<file path="src/rtl/multi_timer_core.sv">
`default_nettype none
// ============================================================================
// Module   : multi_timer_core
// Purpose  : N_CH independent hh:mm:ss.xx channels (stopwatch / countdown)
//            sharing one sub-second tick divider; ch_sel picks the channel.
// Revision : 1.0 - initial release
// ============================================================================
module multi_timer_core #(
    parameter int  CLK_HZ   = 100_000_000,
    parameter int  TICK_HZ  = 100,
    parameter int  N_CH     = 4,
    parameter int  HOUR_MAX = 24,
    localparam int SEL_W    = $clog2(N_CH)
) (
    input  logic             clk,
    input  logic             rst,
    input  logic [SEL_W-1:0] ch_sel,
    input  logic             i_runstop,
    input  logic             i_clear,
    input  logic             i_mode,
    input  logic [1:0]       i_field,
    input  logic             i_up,
    input  logic             i_down,
    output logic [6:0]       msec,
    output logic [5:0]       sec,
    output logic [5:0]       min,
    output logic [4:0]       hour,
    output logic [N_CH-1:0]  o_run,
    output logic [N_CH-1:0]  o_dir,
    output logic [N_CH-1:0]  o_done,
    output logic             o_tick
);

    localparam int              C_DIV      = CLK_HZ / TICK_HZ;
    localparam int              C_DIV_W    = (C_DIV > 1) ? $clog2(C_DIV) : 1;
    localparam logic [C_DIV_W-1:0] C_DIV_LAST = C_DIV_W'(C_DIV - 1);
    localparam logic [6:0]      C_MS_LAST  = 7'(TICK_HZ - 1);
    localparam logic [5:0]      C_SM_LAST  = 6'd59;
    localparam logic [4:0]      C_HR_LAST  = 5'(HOUR_MAX - 1);

    typedef enum logic {
        ST_STOP = 1'b0,
        ST_RUN  = 1'b1
    } state_t;

    logic [C_DIV_W-1:0] r_div;
    logic               w_tick;

    state_t      r_state   [N_CH];
    state_t      w_state_nx[N_CH];
    logic [6:0]  r_ms      [N_CH];
    logic [6:0]  w_ms_nx   [N_CH];
    logic [5:0]  r_sec     [N_CH];
    logic [5:0]  w_sec_nx  [N_CH];
    logic [5:0]  r_min     [N_CH];
    logic [5:0]  w_min_nx  [N_CH];
    logic [4:0]  r_hr      [N_CH];
    logic [4:0]  w_hr_nx   [N_CH];
    logic [N_CH-1:0] r_dir, w_dir_nx, r_done, w_done_nx;

    logic [6:0] r_disp_ms;
    logic [5:0] r_disp_sec;
    logic [5:0] r_disp_min;
    logic [4:0] r_disp_hr;

    function automatic logic [5:0] f_step60(input logic [5:0] v, input logic inc);
        if (inc) return (v == C_SM_LAST) ? 6'd0 : v + 6'd1;
        return (v == 6'd0) ? C_SM_LAST : v - 6'd1;
    endfunction

    function automatic logic [4:0] f_step_hr(input logic [4:0] v, input logic inc);
        if (inc) return (v == C_HR_LAST) ? 5'd0 : v + 5'd1;
        return (v == 5'd0) ? C_HR_LAST : v - 5'd1;
    endfunction

    // Free-running divider; the tick is the wrap cycle itself.
    always_comb w_tick = (r_div == C_DIV_LAST);

    always_ff @(posedge clk) begin
        if (rst) begin
            r_div <= '0;
        end else if (w_tick) begin
            r_div <= '0;
        end else begin
            r_div <= r_div + C_DIV_W'(1);
        end
    end

    always_comb begin
        for (int c = 0; c < N_CH; c++) begin
            w_state_nx[c] = r_state[c];
            w_dir_nx[c]   = r_dir[c];
            w_done_nx[c]  = 1'b0;
            w_ms_nx[c]    = r_ms[c];
            w_sec_nx[c]   = r_sec[c];
            w_min_nx[c]   = r_min[c];
            w_hr_nx[c]    = r_hr[c];

            // Tick advance uses the pre-command state; commands overlay it.
            if (r_state[c] == ST_RUN && w_tick) begin
                if (!r_dir[c]) begin
                    if (r_ms[c] == C_MS_LAST) begin
                        w_ms_nx[c] = 7'd0;
                        if (r_sec[c] == C_SM_LAST) begin
                            w_sec_nx[c] = 6'd0;
                            if (r_min[c] == C_SM_LAST) begin
                                w_min_nx[c] = 6'd0;
                                w_hr_nx[c]  = f_step_hr(r_hr[c], 1'b1);
                            end else begin
                                w_min_nx[c] = r_min[c] + 6'd1;
                            end
                        end else begin
                            w_sec_nx[c] = r_sec[c] + 6'd1;
                        end
                    end else begin
                        w_ms_nx[c] = r_ms[c] + 7'd1;
                    end
                end else begin
                    if (r_ms[c] == 7'd0) begin
                        w_ms_nx[c] = C_MS_LAST;
                        if (r_sec[c] == 6'd0) begin
                            w_sec_nx[c] = C_SM_LAST;
                            if (r_min[c] == 6'd0) begin
                                w_min_nx[c] = C_SM_LAST;
                                w_hr_nx[c]  = r_hr[c] - 5'd1;
                            end else begin
                                w_min_nx[c] = r_min[c] - 6'd1;
                            end
                        end else begin
                            w_sec_nx[c] = r_sec[c] - 6'd1;
                        end
                    end else begin
                        w_ms_nx[c] = r_ms[c] - 7'd1;
                    end
                    if ({w_ms_nx[c], w_sec_nx[c], w_min_nx[c], w_hr_nx[c]} == '0) begin
                        w_state_nx[c] = ST_STOP;
                        w_done_nx[c]  = 1'b1;
                    end
                end
            end

            if (ch_sel == SEL_W'(c)) begin
                if (i_clear) begin
                    w_state_nx[c] = ST_STOP;
                    w_done_nx[c]  = 1'b0;
                    w_ms_nx[c]    = 7'd0;
                    w_sec_nx[c]   = 6'd0;
                    w_min_nx[c]   = 6'd0;
                    w_hr_nx[c]    = 5'd0;
                end else if (i_runstop) begin
                    if (r_state[c] == ST_RUN) begin
                        w_state_nx[c] = ST_STOP;
                    end else if (!(r_dir[c] &&
                                 {r_ms[c], r_sec[c], r_min[c], r_hr[c]} == '0)) begin
                        w_state_nx[c] = ST_RUN;
                    end
                end else if (r_state[c] == ST_STOP) begin
                    if (i_mode) begin
                        w_dir_nx[c] = ~r_dir[c];
                    end else if (i_up || i_down) begin
                        case (i_field)
                            2'd0: begin
                                w_sec_nx[c] = f_step60(r_sec[c], i_up);
                                w_ms_nx[c]  = 7'd0;
                            end
                            2'd1: begin
                                w_min_nx[c] = f_step60(r_min[c], i_up);
                                w_ms_nx[c]  = 7'd0;
                            end
                            2'd2: begin
                                w_hr_nx[c] = f_step_hr(r_hr[c], i_up);
                                w_ms_nx[c] = 7'd0;
                            end
                            default: ;
                        endcase
                    end
                end
            end
        end
    end

    always_ff @(posedge clk) begin
        if (rst) begin
            for (int c = 0; c < N_CH; c++) begin
                r_state[c] <= ST_STOP;
                r_ms[c]    <= '0;
                r_sec[c]   <= '0;
                r_min[c]   <= '0;
                r_hr[c]    <= '0;
            end
            r_dir      <= '0;
            r_done     <= '0;
            r_disp_ms  <= '0;
            r_disp_sec <= '0;
            r_disp_min <= '0;
            r_disp_hr  <= '0;
        end else begin
            for (int c = 0; c < N_CH; c++) begin
                r_state[c] <= w_state_nx[c];
                r_ms[c]    <= w_ms_nx[c];
                r_sec[c]   <= w_sec_nx[c];
                r_min[c]   <= w_min_nx[c];
                r_hr[c]    <= w_hr_nx[c];
            end
            r_dir      <= w_dir_nx;
            r_done     <= w_done_nx;
            r_disp_ms  <= r_ms[ch_sel];
            r_disp_sec <= r_sec[ch_sel];
            r_disp_min <= r_min[ch_sel];
            r_disp_hr  <= r_hr[ch_sel];
        end
    end

    always_comb begin
        for (int c = 0; c < N_CH; c++) begin
            o_run[c] = (r_state[c] == ST_RUN);
        end
    end

    assign o_dir  = r_dir;
    assign o_done = r_done;
    assign o_tick = w_tick;
    assign msec   = r_disp_ms;
    assign sec    = r_disp_sec;
    assign min    = r_disp_min;
    assign hour   = r_disp_hr;

endmodule
`default_nettype wire

</file>
<file path="config.mk">
export PLATFORM = sky130hd
export DESIGN_NAME = multi_timer_core
export DESIGN_NICKNAME = d
export VERILOG_FILES = /design/src/rtl/multi_timer_core.sv
export SDC_FILE = /design/constraint.sdc
export NUM_CORES = 1
export LEC_CHECK = 0
export BUFFER_PORTS_ARGS = -buffer_cell sky130_fd_sc_hd__buf_2
export CAP_MARGIN = 20
export CORE_MARGIN = 2
export CORE_UTILIZATION = 55
export DETAILED_ROUTE_END_ITERATION = 12
export PLACE_DENSITY = 0.78
export SLEW_MARGIN = 20
export SYNTH_ARGS = -nofsm -noshare
export SYNTH_HDL_FRONTEND = slang
export SYNTH_SLANG_ARGS = --single-unit
</file>
<file path="constraint.sdc">
create_clock -name clk -period 2.4 [get_ports clk]
set_input_delay 0.12 -clock clk [delete_from_list [all_inputs] [get_ports clk]]
set_output_delay 0.12 -clock clk [all_outputs]
set_load 0.03 [all_outputs]
</file>
==> flow_summary.json <==
{
  "status": "completed",
  "crit_slowest_cell": "or4_4",
  "grt.total_usage": 0.378,
  "endpoint_kind": "flip-flop",
  "yosysTopAreaCell": "dfxtp_1",
  "skew_ns": 0.0124,
  "synth_warnings": 0,
  "holdBufCountCts": 0,
  "vdd_ir_drop_max_v": 0.000404,
  "syn_to_final_growth_pct": 18.8,
  "startpoint": "r_div[11]",
  "critPathTopFamily": "simple AND/OR/NAND/NOR gates",
  "synth_seq_cells": 152,
  "critPathMaxFanout": 15,
  "finalMaxSlewViolations": 0,
  "path_cells": "or4_4 -> nor4_4 -> buf_12 -> and3_4 -> buf_4 -> nand2_1 -> a2111oi_2 -> a311oi_1",
  "place_hpwl_um": 39200,
  "fmax_mhz": 417,
  "dieWidth_um": 167,
  "worstHoldStart": "i_mode",
  "clockBufferDepth": 2,
  "clkPwrFrac": 0.402,
  "synth_edf_count": 0,
  "synth.net_count": 2139,
  "fillers": 2225,
  "vias": 17568,
  "antenna_found_initial": 3,
  "final_cells": 2562,
  "viasPerCell": 6.86,
  "core_area_um2": 26100,
  "std_cell_rows": 59,
  "chipHeight_um": 167,
  "ant_nets": 0,
  "min_period_ns": 2.40,
  "fin_area_um2": 17300,
  "cts_sinks": 152,
  "root_buffer": "clkbuf_16",
  "maxCapViolCount": 0,
  "wl_per_cell_um": 21.4,
  "fin_nets": 2265,
  "grt_pass1_wl_um": 85800,
  "drc_errors": 0,
  "leakagePower_nw": 6.62,
  "yosysSeqAreaShare": 0.209,
  "gp_congestion": 1.01,
  "place_area_um2": 16400,
  "startpoint_type": "flip-flop",
  "ys_async_sr_fraction": 0,
  "ys.flop_type": "dfxtp_1",
  "die_area_um2": 27800,
  "grt_pass1_vias": 16168,
  "synth_top_area_share": 0.209,
  "finalSetupViolCount": 0,
  "clkTransAtPathRegs_ns": 0.08,
  "pwr_density_cell_nw_per_um2": 414,
  "grt_max_degree": 113,
  "htreeDepth": 4,
  "cts_tree": "done",
  "first_pass_iters": 8,
  "drive_gt1_frac": 0.203,
  "rsz0062_at_grt": "true",
  "cts_made_buffers": 17,
  "synthesis.area_um2": 14600,
  "drt-initial-drc-count": 2829,
  "ys_types": 82,
  "finalPower_w": 0.00717,
  "initial_core_util": 0.559,
  "gr-total-overflow": 0,
  "critPathMaxStageDelay_ns": 0.54,
  "swShare": 0.341,
  "post-place-cells": 2519,
  "switchingPower_w": 0.00244,
  "clk_latency_ns": 0.45,
  "period_share": 0.998,
  "critPathBufInv": 2,
  "wl_um": 54800,
  "combPwrFrac": 0.232,
  "yosys-top-cells-area": "dfxtp_1, o21ai_0, a21oi_1",
  "internal_power_w": 0.00473,
  "maxSlewHeadroom": 0.529,
  "finalHoldViolations": 0,
  "tightest_slew_ns": 0.706,
  "syn_inst": 2085,
  "r2r_start": "r_div[11]",
  "critPathRequiredTime_ns": 2.70,
  "critical_path_class": "reg2reg",
  "syn_avg_cell_area_um2": 6.98,
  "portBuffers": 47,
  "seqPwrFrac": 0.366,
  "critPathArrivalTime_ns": 2.69,
  "ys_top_cells_by_count": "nand2_1, nor2_1, o21ai_0",
  "post-synth-top-count-cell": "nand2_1",
  "hp-class": "in2reg",
  "io_pins": 48
}
[what timing repair did]
action                     4_1_cts  5_1_grt
setup buffers                    0        8
setup endpoints to repair        8       34
cloned                           0        0
gates resized for setup         12       55
pin swaps                        1       12
[path summary, 6_finish.rpt]
check	end	slack, ns	depth (start not counted)
min reg2reg	r_div[0]	0.48	1
min	o_dir[2]	0.09	4
max reg2reg	r_hr[1][3]	0.004	8
max	r_hr[1][3]	0.004	8
[cells in the final DEF (no fill, tap or decap), types with 10 or more instances in the layout]
| cell | instances |
|---|---|
| ha_1 | 38 |
| a22oi_1 | 17 |
| o21a_1 | 10 |
| nor3_1 | 96 |
| buf_2 | 46 |
| a311oi_1 | 10 |
| or2_2 | 10 |
| inv_1 | 59 |
| or3_1 | 22 |
| nand2_1 | 191 |
| buf_4 | 254 |
| and3_1 | 32 |
| clkbuf_16 | 17 |
| nor3b_1 | 12 |
| xor2_1 | 44 |
| o21ai_0 | 171 |
| nor4_1 | 21 |
| nand3_1 | 100 |
| xnor2_1 | 45 |
| a21oi_1 | 159 |
| a31oi_1 | 51 |
| o22ai_1 | 16 |
| dfxtp_1 | 152 |
| a211oi_1 | 30 |
| nand4_1 | 38 |
| o32ai_1 | 10 |
| o211ai_1 | 22 |
| and2_1 | 17 |
| nand2b_1 | 18 |
| o31ai_1 | 24 |
| nor2_1 | 180 |
| nor2b_1 | 34 |
| a221oi_1 | 15 |
| mux4_2 | 24 |
[power groups by stage]
stage / clock network (W) / registers [W] / logic, W
2_1_floorplan: 0 / 0.00267 / 0.00102
3_3_place_gp: 0 / 0.00268 / 0.00152
3_5_place_dp: 0 / 0.00268 / 0.00154
4_1_cts: 0.00289 / 0.00262 / 0.00156
5_1_grt: 0.00299 / 0.00263 / 0.00178
6_report: 0.00288 / 0.00262 / 0.00167
[through the flow]
stage / TNS (ns) / setup WS, ns / hold slack, ns / utilization
final: 0 / 0.00422 / 0.0906 / 0.664
after global routing: -0.629 / -0.0774 / 0.150 / 0.664
after CTS: 0 / 0.0216 / 0.0761 / 0.654
after detailed placement: -0.102 / -0.0367 / 0.471 / 0.630
after global placement: -0.00535 / -0.00535 / 0.443 / 0.630
after floorplan: -0.00225 / -0.00225 / 0.324 / -
[sequential cells by signal, summed over array words and instances (netlist names)]
name	cells
o_done	4
r_div	20
min	6
hour	5
r_ms	28
r_hr	20
msec	7
sec	6
o_dir	4
r_sec	24
r_min	24
r_state	4
[routing by layer]
metal / GRT usage / share of wire / vias to the layer above
met1: 0.484 / 0.38 / 7994
met5: 0 / 0 / -
li1: - / - / 7969
met4: 0.217 / 0.059 / 0
met2: 0.584 / 0.43 / 1334
met3: 0.0865 / 0.13 / 271
[cell families (layout without fill, tap and decap cells)]
family | count (synthesis) | after routing | synth area share
XOR/XNOR | 89 | 89 | 0.0535
multiplexers | 37 | 37 | 0.0465
AO/OA/AOI/OAI | 642 | 642 | 0.278
flip-flops | 152 | 152 | 0.209
other | 0 | 3 | 0
AND/OR/NAND/NOR | 859 | 859 | 0.303
adder cells (fa/ha/maj) | 43 | 43 | 0.0369
buffers and inverters | 263 | 402 | 0.0731
[layout make-up]
class / count / area [µm²] / share of cell area
Multi-Input combinational cell: 1670 / 10700 / 0.618
Sequential cell: 152 / 3040 / 0.176
Timing Repair Buffer: 311 / 2320 / 0.134
Clock buffer: 17 / 425 / 0.0246
Tap cell: 335 / 419 / 0.0242
Inverter: 59 / 221 / 0.0128
Clock inverter: 15 / 179 / 0.0103
Antenna cell: 3 / 7.51 / 0.000434
[worst reg2reg max path, stage by stage (launching register included)]
cell and delay (ns):
dfxtp_1 0.31, or4_4 0.54, nor4_4 0.19, buf_12 0.20
and3_4 0.23, buf_4 0.15, nand2_1 0.14, a2111oi_2 0.39
a311oi_1 0.09
Power figures use the tool's default switching activity.
